**src/rtl/stable_matching_seq.sv**
```systemverilog
// stable_matching_seq: sequential Gale-Shapley engine, one proposal committed per clock over a latched preference set.
// Define STABLE_MATCHING_STATS_EN to build the saturating proposals_rejected counter (tied to 0 otherwise).
module stable_matching_seq #(
    parameter int S        = 10,
    parameter int R        = 10,
    parameter int Ks       = 10,
    parameter int Kr       = 10,
    parameter int MAX_ITER = S * Ks
) (
    input  logic                                     clk,
    input  logic                                     rst,
    input  logic                                     start,
    input  logic [R*Kr*$clog2(S)+S*Ks*$clog2(R)-1:0] g,
    output logic                                     busy,
    output logic                                     done,
    output logic [R*$clog2(S):0]                     o,
    output logic [R-1:0]                             r_matched,
    output logic [$clog2(MAX_ITER+1)-1:0]            iter_count,
    output logic [15:0]                              proposals_rejected
);
    localparam int LOGS = $clog2(S);
    localparam int LOGR = $clog2(R);
    localparam int RPW  = R * Kr * LOGS;
    localparam int GW   = RPW + S * Ks * LOGR;
    localparam int IW   = $clog2(MAX_ITER + 1);
    localparam int PW   = $clog2(Ks + 1);

    typedef enum logic [1:0] {IDLE = 2'd0, RUN = 2'd1, DONE = 2'd2} state_t;

    state_t          state_q, state_d;
    logic [GW-1:0]   g_q, g_d;
    logic [PW-1:0]   pc_q [S];
    logic [PW-1:0]   pc_d [S];
    logic [S-1:0]    s_matched_q, s_matched_d;
    logic [LOGS-1:0] match_q [R];
    logic [LOGS-1:0] match_d [R];
    logic [R-1:0]    r_matched_q, r_matched_d;
    logic [IW-1:0]   iter_q, iter_d;
    logic            finish_q, finish_d;
    logic            busy_q, busy_d;
    logic            done_q, done_d;

    logic            accept_s;
    logic            rejected_s;
    logic            found_s;
    logic [LOGS-1:0] cand_s;
    logic [LOGR-1:0] r_prop_s;
    logic            in_range_s;
    logic            held_s;
    logic [LOGS-1:0] holder_s;
    int              rank_new_s;
    int              rank_old_s;

    assign accept_s = start && (state_q != RUN);

    // Candidate selection, its next preference entry and both ranks at the targeted receiver.
    always_comb begin
        found_s    = 1'b0;
        cand_s     = '0;
        r_prop_s   = '0;
        rank_new_s = Kr;
        rank_old_s = Kr;
        for (int i = S - 1; i >= 0; i--) begin
            cand_s  = (pc_q[i] != '0 && !s_matched_q[i]) ? LOGS'(i) : cand_s;
            found_s = found_s | (pc_q[i] != '0 && !s_matched_q[i]);
        end
        for (int i = 0; i < S; i++) begin
            for (int j = 0; j < Ks; j++) begin
                r_prop_s = (LOGS'(i) == cand_s && PW'(Ks - j) == pc_q[i]) ?
                           g_q[RPW + LOGR*(Ks*i + j) +: LOGR] : r_prop_s;
            end
        end
        in_range_s = (int'(r_prop_s) < R);
        held_s     = in_range_s ? r_matched_q[r_prop_s] : 1'b0;
        holder_s   = in_range_s ? match_q[r_prop_s] : '0;
        for (int i = 0; i < R; i++) begin
            for (int j = Kr - 1; j >= 0; j--) begin
                rank_new_s = (LOGR'(i) == r_prop_s && g_q[LOGS*(Kr*i + j) +: LOGS] == cand_s)   ? j : rank_new_s;
                rank_old_s = (LOGR'(i) == r_prop_s && g_q[LOGS*(Kr*i + j) +: LOGS] == holder_s) ? j : rank_old_s;
            end
        end
    end

    // Next-state logic: accept a run, commit one proposal, or terminate.
    always_comb begin
        state_d     = state_q;
        g_d         = g_q;
        pc_d        = pc_q;
        s_matched_d = s_matched_q;
        match_d     = match_q;
        r_matched_d = r_matched_q;
        iter_d      = iter_q;
        finish_d    = finish_q;
        busy_d      = busy_q;
        done_d      = done_q;
        rejected_s  = 1'b0;
        case (state_q)
            IDLE, DONE: begin
                if (start) begin
                    state_d     = RUN;
                    g_d         = g;
                    for (int i = 0; i < S; i++) pc_d[i] = PW'(Ks);
                    for (int i = 0; i < R; i++) match_d[i] = '0;
                    s_matched_d = '0;
                    r_matched_d = '0;
                    iter_d      = '0;
                    finish_d    = 1'b0;
                    busy_d      = 1'b1;
                    done_d      = 1'b0;
                end else begin
                    state_d = state_q;
                end
            end
            RUN: begin
                if (!found_s || iter_q == IW'(MAX_ITER)) begin
                    state_d  = DONE;
                    finish_d = !found_s;
                    busy_d   = 1'b0;
                    done_d   = 1'b1;
                end else begin
                    pc_d[cand_s] = pc_q[cand_s] - PW'(1);
                    iter_d       = iter_q + IW'(1);
                    if (!in_range_s) begin
                        rejected_s = 1'b1;
                    end else if (!held_s) begin
                        match_d[r_prop_s]     = cand_s;
                        r_matched_d[r_prop_s] = 1'b1;
                        s_matched_d[cand_s]   = 1'b1;
                    end else if (rank_new_s < rank_old_s) begin
                        // The displaced suitor keeps its pc and resumes from its next entry.
                        match_d[r_prop_s]     = cand_s;
                        s_matched_d[holder_s] = 1'b0;
                        s_matched_d[cand_s]   = 1'b1;
                        rejected_s            = 1'b1;
                    end else begin
                        rejected_s = 1'b1;
                    end
                end
            end
            default: begin
                state_d = IDLE;
                busy_d  = 1'b0;
                done_d  = 1'b0;
            end
        endcase
    end

    // State registers.
    always_ff @(posedge clk or posedge rst) begin
        if (rst) begin
            state_q     <= IDLE;
            g_q         <= '0;
            for (int i = 0; i < S; i++) pc_q[i] <= '0;
            for (int i = 0; i < R; i++) match_q[i] <= '0;
            s_matched_q <= '0;
            r_matched_q <= '0;
            iter_q      <= '0;
            finish_q    <= 1'b0;
            busy_q      <= 1'b0;
            done_q      <= 1'b0;
        end else begin
            state_q     <= state_d;
            g_q         <= g_d;
            pc_q        <= pc_d;
            match_q     <= match_d;
            s_matched_q <= s_matched_d;
            r_matched_q <= r_matched_d;
            iter_q      <= iter_d;
            finish_q    <= finish_d;
            busy_q      <= busy_d;
            done_q      <= done_d;
        end
    end

    assign busy       = busy_q;
    assign done       = done_q;
    assign r_matched  = r_matched_q;
    assign iter_count = iter_q;

    // Pack the per-receiver matches and the finish flag.
    always_comb begin
        o = '0;
        for (int i = 0; i < R; i++) o[LOGS*i +: LOGS] = match_q[i];
        o[R*LOGS] = finish_q;
    end

`ifdef STABLE_MATCHING_STATS_EN
    logic [15:0] rej_q;

    // Saturating count of rejections and displacements in the current run.
    always_ff @(posedge clk or posedge rst) begin
        if (rst) begin
            rej_q <= 16'd0;
        end else if (accept_s) begin
            rej_q <= 16'd0;
        end else if (rejected_s && rej_q != 16'hFFFF) begin
            rej_q <= rej_q + 16'd1;
        end else begin
            rej_q <= rej_q;
        end
    end

    assign proposals_rejected = rej_q;
`else
    logic unused_stats_s;
    assign unused_stats_s     = accept_s ^ rejected_s;
    assign proposals_rejected = 16'd0;
`endif

endmodule

```
**config.mk**
```make
export PLATFORM = sky130hd
export DESIGN_NAME = stable_matching_seq
export DESIGN_NICKNAME = d
export VERILOG_FILES = /design/src/rtl/stable_matching_seq.sv
export SDC_FILE = /design/constraint.sdc
export NUM_CORES = 2
export LEC_CHECK = 0
export BUFFER_PORTS_ARGS = -buffer_cell sky130_fd_sc_hd__buf_2
export CORE_UTILIZATION = 40
export CTS_CLUSTER_DIAMETER = 100
export DETAILED_ROUTE_END_ITERATION = 7
export GPL_ROUTABILITY_DRIVEN = 0
export PLACE_DENSITY_LB_ADDON = 0.3
export SLEW_MARGIN = 10
export SYNTH_ARGS = -nofsm -noshare
export SYNTH_HDL_FRONTEND = slang
export SYNTH_SLANG_ARGS = --single-unit
```
**constraint.sdc**
```tcl
create_clock -name clk -period 63.8 [get_ports clk]
set_clock_uncertainty 0.15 [all_clocks]
set_input_delay 9.57 -clock clk [delete_from_list [all_inputs] [get_ports clk]]
set_output_delay 9.57 -clock clk [all_outputs]
set_load 0.02 [all_outputs]
```
==> impl_metrics.py <==
metrics = {
    "synth": {
        "synth-seq-cells": 911,
        "synth.cell_area_mm2": 0.05474,
        "synth_area_leaders": "dfrtp_1 42%, nand2_1 18%, xnor2_1 7.6%, xor2_1 2.9%, o21ai_0 2.2%",
        "synth_warnings": 0,
        "syn_inst": 6843,
        "avgSynthCellArea_um2": 7.999,
        "synth_top_flop_cell": "dfrtp_1",
        "synth_edf_count": 0,
        "synthArstFlopShare_pct": 100.0,
        "synth_top_area_share_pct": 41.65,
        "ys_seq_area_share_pct": 41.65,
        "yosysUniqueCellTypes": 117,
        "synth.most_common_cell": "nand2_1",
        "synth_common_cells": "2597 x nand2_1, 911 x dfrtp_1, 473 x xnor2_1, 315 x clkbuf_1, 246 x o21ai_0",
        "netlist.top_cell.by_area": "dfrtp_1",
    },
    "critical_path": {
        "required_ns": 64.34,
        "crit_slowest_cell": "nor4b_1",
        "reg2reg_setup_slack_ns": 50.38,
        "crit_type": "reg -> reg",
        "crit_start": "pc_q[25]",
        "critPathMaxFanout": 89,
        "cpMostUsedCell": "nand2_1",
        "rr_startpoint": "pc_q[25]",
        "arrival_ns": 13.96,
        "cpPeakStageDelay_ns": 1.04,
        "worstSetupEndpointType": "flip-flop",
        "cp-start-kind": "flip-flop",
    },
    "finish": {
        "stdcell_count": 9336,
        "fin_nets": 8274,
        "fillers": 13400,
        "final-seq-area_mm2": 0.02280,
        "area_delta_synth_final_pct": 16.82,
        "multi_input_area_mm2": 0.02968,
        "drive_gt1_share_pct": 16.98,
    },
    "grt": {
        "grt_use_total_pct": 32.06,
        "grt_pass1_vias": 51440,
        "grt_overflow": 0,
        "grt_pass1_wl_um": 332100,
        "grt_start_max_net_pins": 222,
        "antenna_found_initial": 18,
    },
    "cts": {
        "post_cts_resized": 0,
        "h-tree-depth": 3,
        "clkLatencyLatePin_ns": 0.77,
        "tritoncts": "done",
        "numCtsBuffers": 105,
        "clockBufferDepth": 3,
        "postCtsSetupRepairBufs": 0,
        "cts_sinks": 911,
        "clk_pin_slew_worst_paths_ns": 0.06,
        "hold_buffers": 0,
        "cts_root_buf": "clkbuf_16",
    },
    "placed_design": {
        "dp_slack_ns": 50.30,
        "place_inst": 9139,
        "io_buffers": 862,
        "place_hpwl_um": 167500,
    },
    "timing": {
        "setup-violations-final": 0,
        "fin_ws_ns": 50.38,
        "final.setup.tns_ns": 0,
        "tightestPinTransition_ns": 1.369,
        "max_freq_mhz": 74.49,
        "timing.hold.ws_ns": 0.3148,
        "slew-limit-headroom_pct": 8.517,
        "post-route-min-period_ns": 13.42,
        "finalMaxSlewViolations": 0,
        "finalHoldViolations": 0,
        "rsz0062_at_grt": "no",
        "finalCritPeriodShare_pct": 21.04,
    },
    "floorplan": {
        "coreArea_mm2": 0.1356,
        "die_h_um": 371.9,
        "die_x_um": 371.9,
        "die_area_mm2": 0.1383,
        "initial_core_util_pct": 40.36,
        "top_level_ports": 879,
        "rows": 135,
    },
    "status": {
        "status": "finished, final reports clean",
    },
    "routing": {
        "wl_per_cell_um": 24.40,
        "drt_iter0_drc": 6286,
        "viasPerCell": 5.751,
        "vias": 53690,
        "ant_nets": 0,
        "drt-total-wl_um": 227800,
        "drc": 0,
        "first_pass_iters": 6,
    },
    "min_path": {
        "min_from": "g_q[453]",
        "min_path_type": "reg -> reg",
    },
    "flow_run": {
        "drv_cap": 0,
    },
}
## worst max-delay path: cells and delay by family (launching register included)
kind,cells,cell delay (ns)
AO/OA/AOI/OAI,13,5.67
XOR/XNOR,1,0.18
multiplexers,1,0.47
flip-flops,1,0.71
AND/OR/NAND/NOR,11,4.78
buffers and inverters,3,0.90
adder cells (fa/ha/maj),1,0.22
## worst paths after layout
| check | to | cells after the start |
|---|---|---|
| max in group asynchronous | g_q[246] | 5 |
| worst max-delay path | o[0] | 30 |
| worst max register to register | o[0] | 30 |
| min in group asynchronous | g_q[701] | 2 |
| worst min register to register | g_q[453] | 2 |
| worst min-delay path | g_q[453] | 2 |
## cell families (layout without fill, tap and decap cells)
family	Yosys count	after routing	share of synthesized area, %
AO/OA/AOI/OAI	1101	1101	13.97
adder cells (fa/ha/maj)	6	6	0.1371
AND/OR/NAND/NOR	3524	3524	27.27
other	1	21	0.006851
flip-flops	911	911	41.65
XOR/XNOR	653	653	10.45
multiplexers	98	98	2.066
buffers and inverters	549	1241	4.450
## sequential cells by signal, summed over array words and instances, names as in the netlist
signal / count
s_matched_q: 10
g_q: 800
busy: 1
r_matched: 10
iter_count: 7
o: 40
state_q: 2
finish_q: 1
pc_q: 40
## layout by cell type, fill, tap and decap left out, drive strengths merged, types with 55 or more instances in the layout
cell type	count
buf	965
xnor2	473
xor2	180
nand3	161
a21oi	229
mux2i	59
nor3	109
nor4	81
nand2b	58
dfrtp	911
o21ai	258
nor2	225
nand4	55
nor2b	86
o2111ai	63
nand2	2598
inv	92
clkbuf	140
## routing by layer
metal,global-route usage [%],up-vias,share of wire (%)
met5,0,-,0.072
met4,14.77,26,5.1
met3,10.03,593,11
met2,47.68,2871,43
met1,42.38,25970,41
li1,-,24240,-
## stage by stage
stage / cell area [um2] / util, %
floorplan: 54800 / -
global placement: 60210 / 44.39
detailed placement: 60210 / 44.39
CTS: 63930 / 47.13
global route: 63940 / 47.14
finish: 63940 / 47.14
## final cells by class
class / instances / share of cell area, %
multi-input cells: 5398 / 46.41
flip-flops and latches: 911 / 35.65
clock inverters: 52 / 1.186
diodes: 5 / 0.01957
repair buffers: 965 / 8.113
clock buffers: 140 / 4.628
inverters: 84 / 0.5048
well taps: 1781 / 3.485
Power is not shown: default switching activity piles up to over one toggle a cycle in this logic, so the estimate is an artifact.
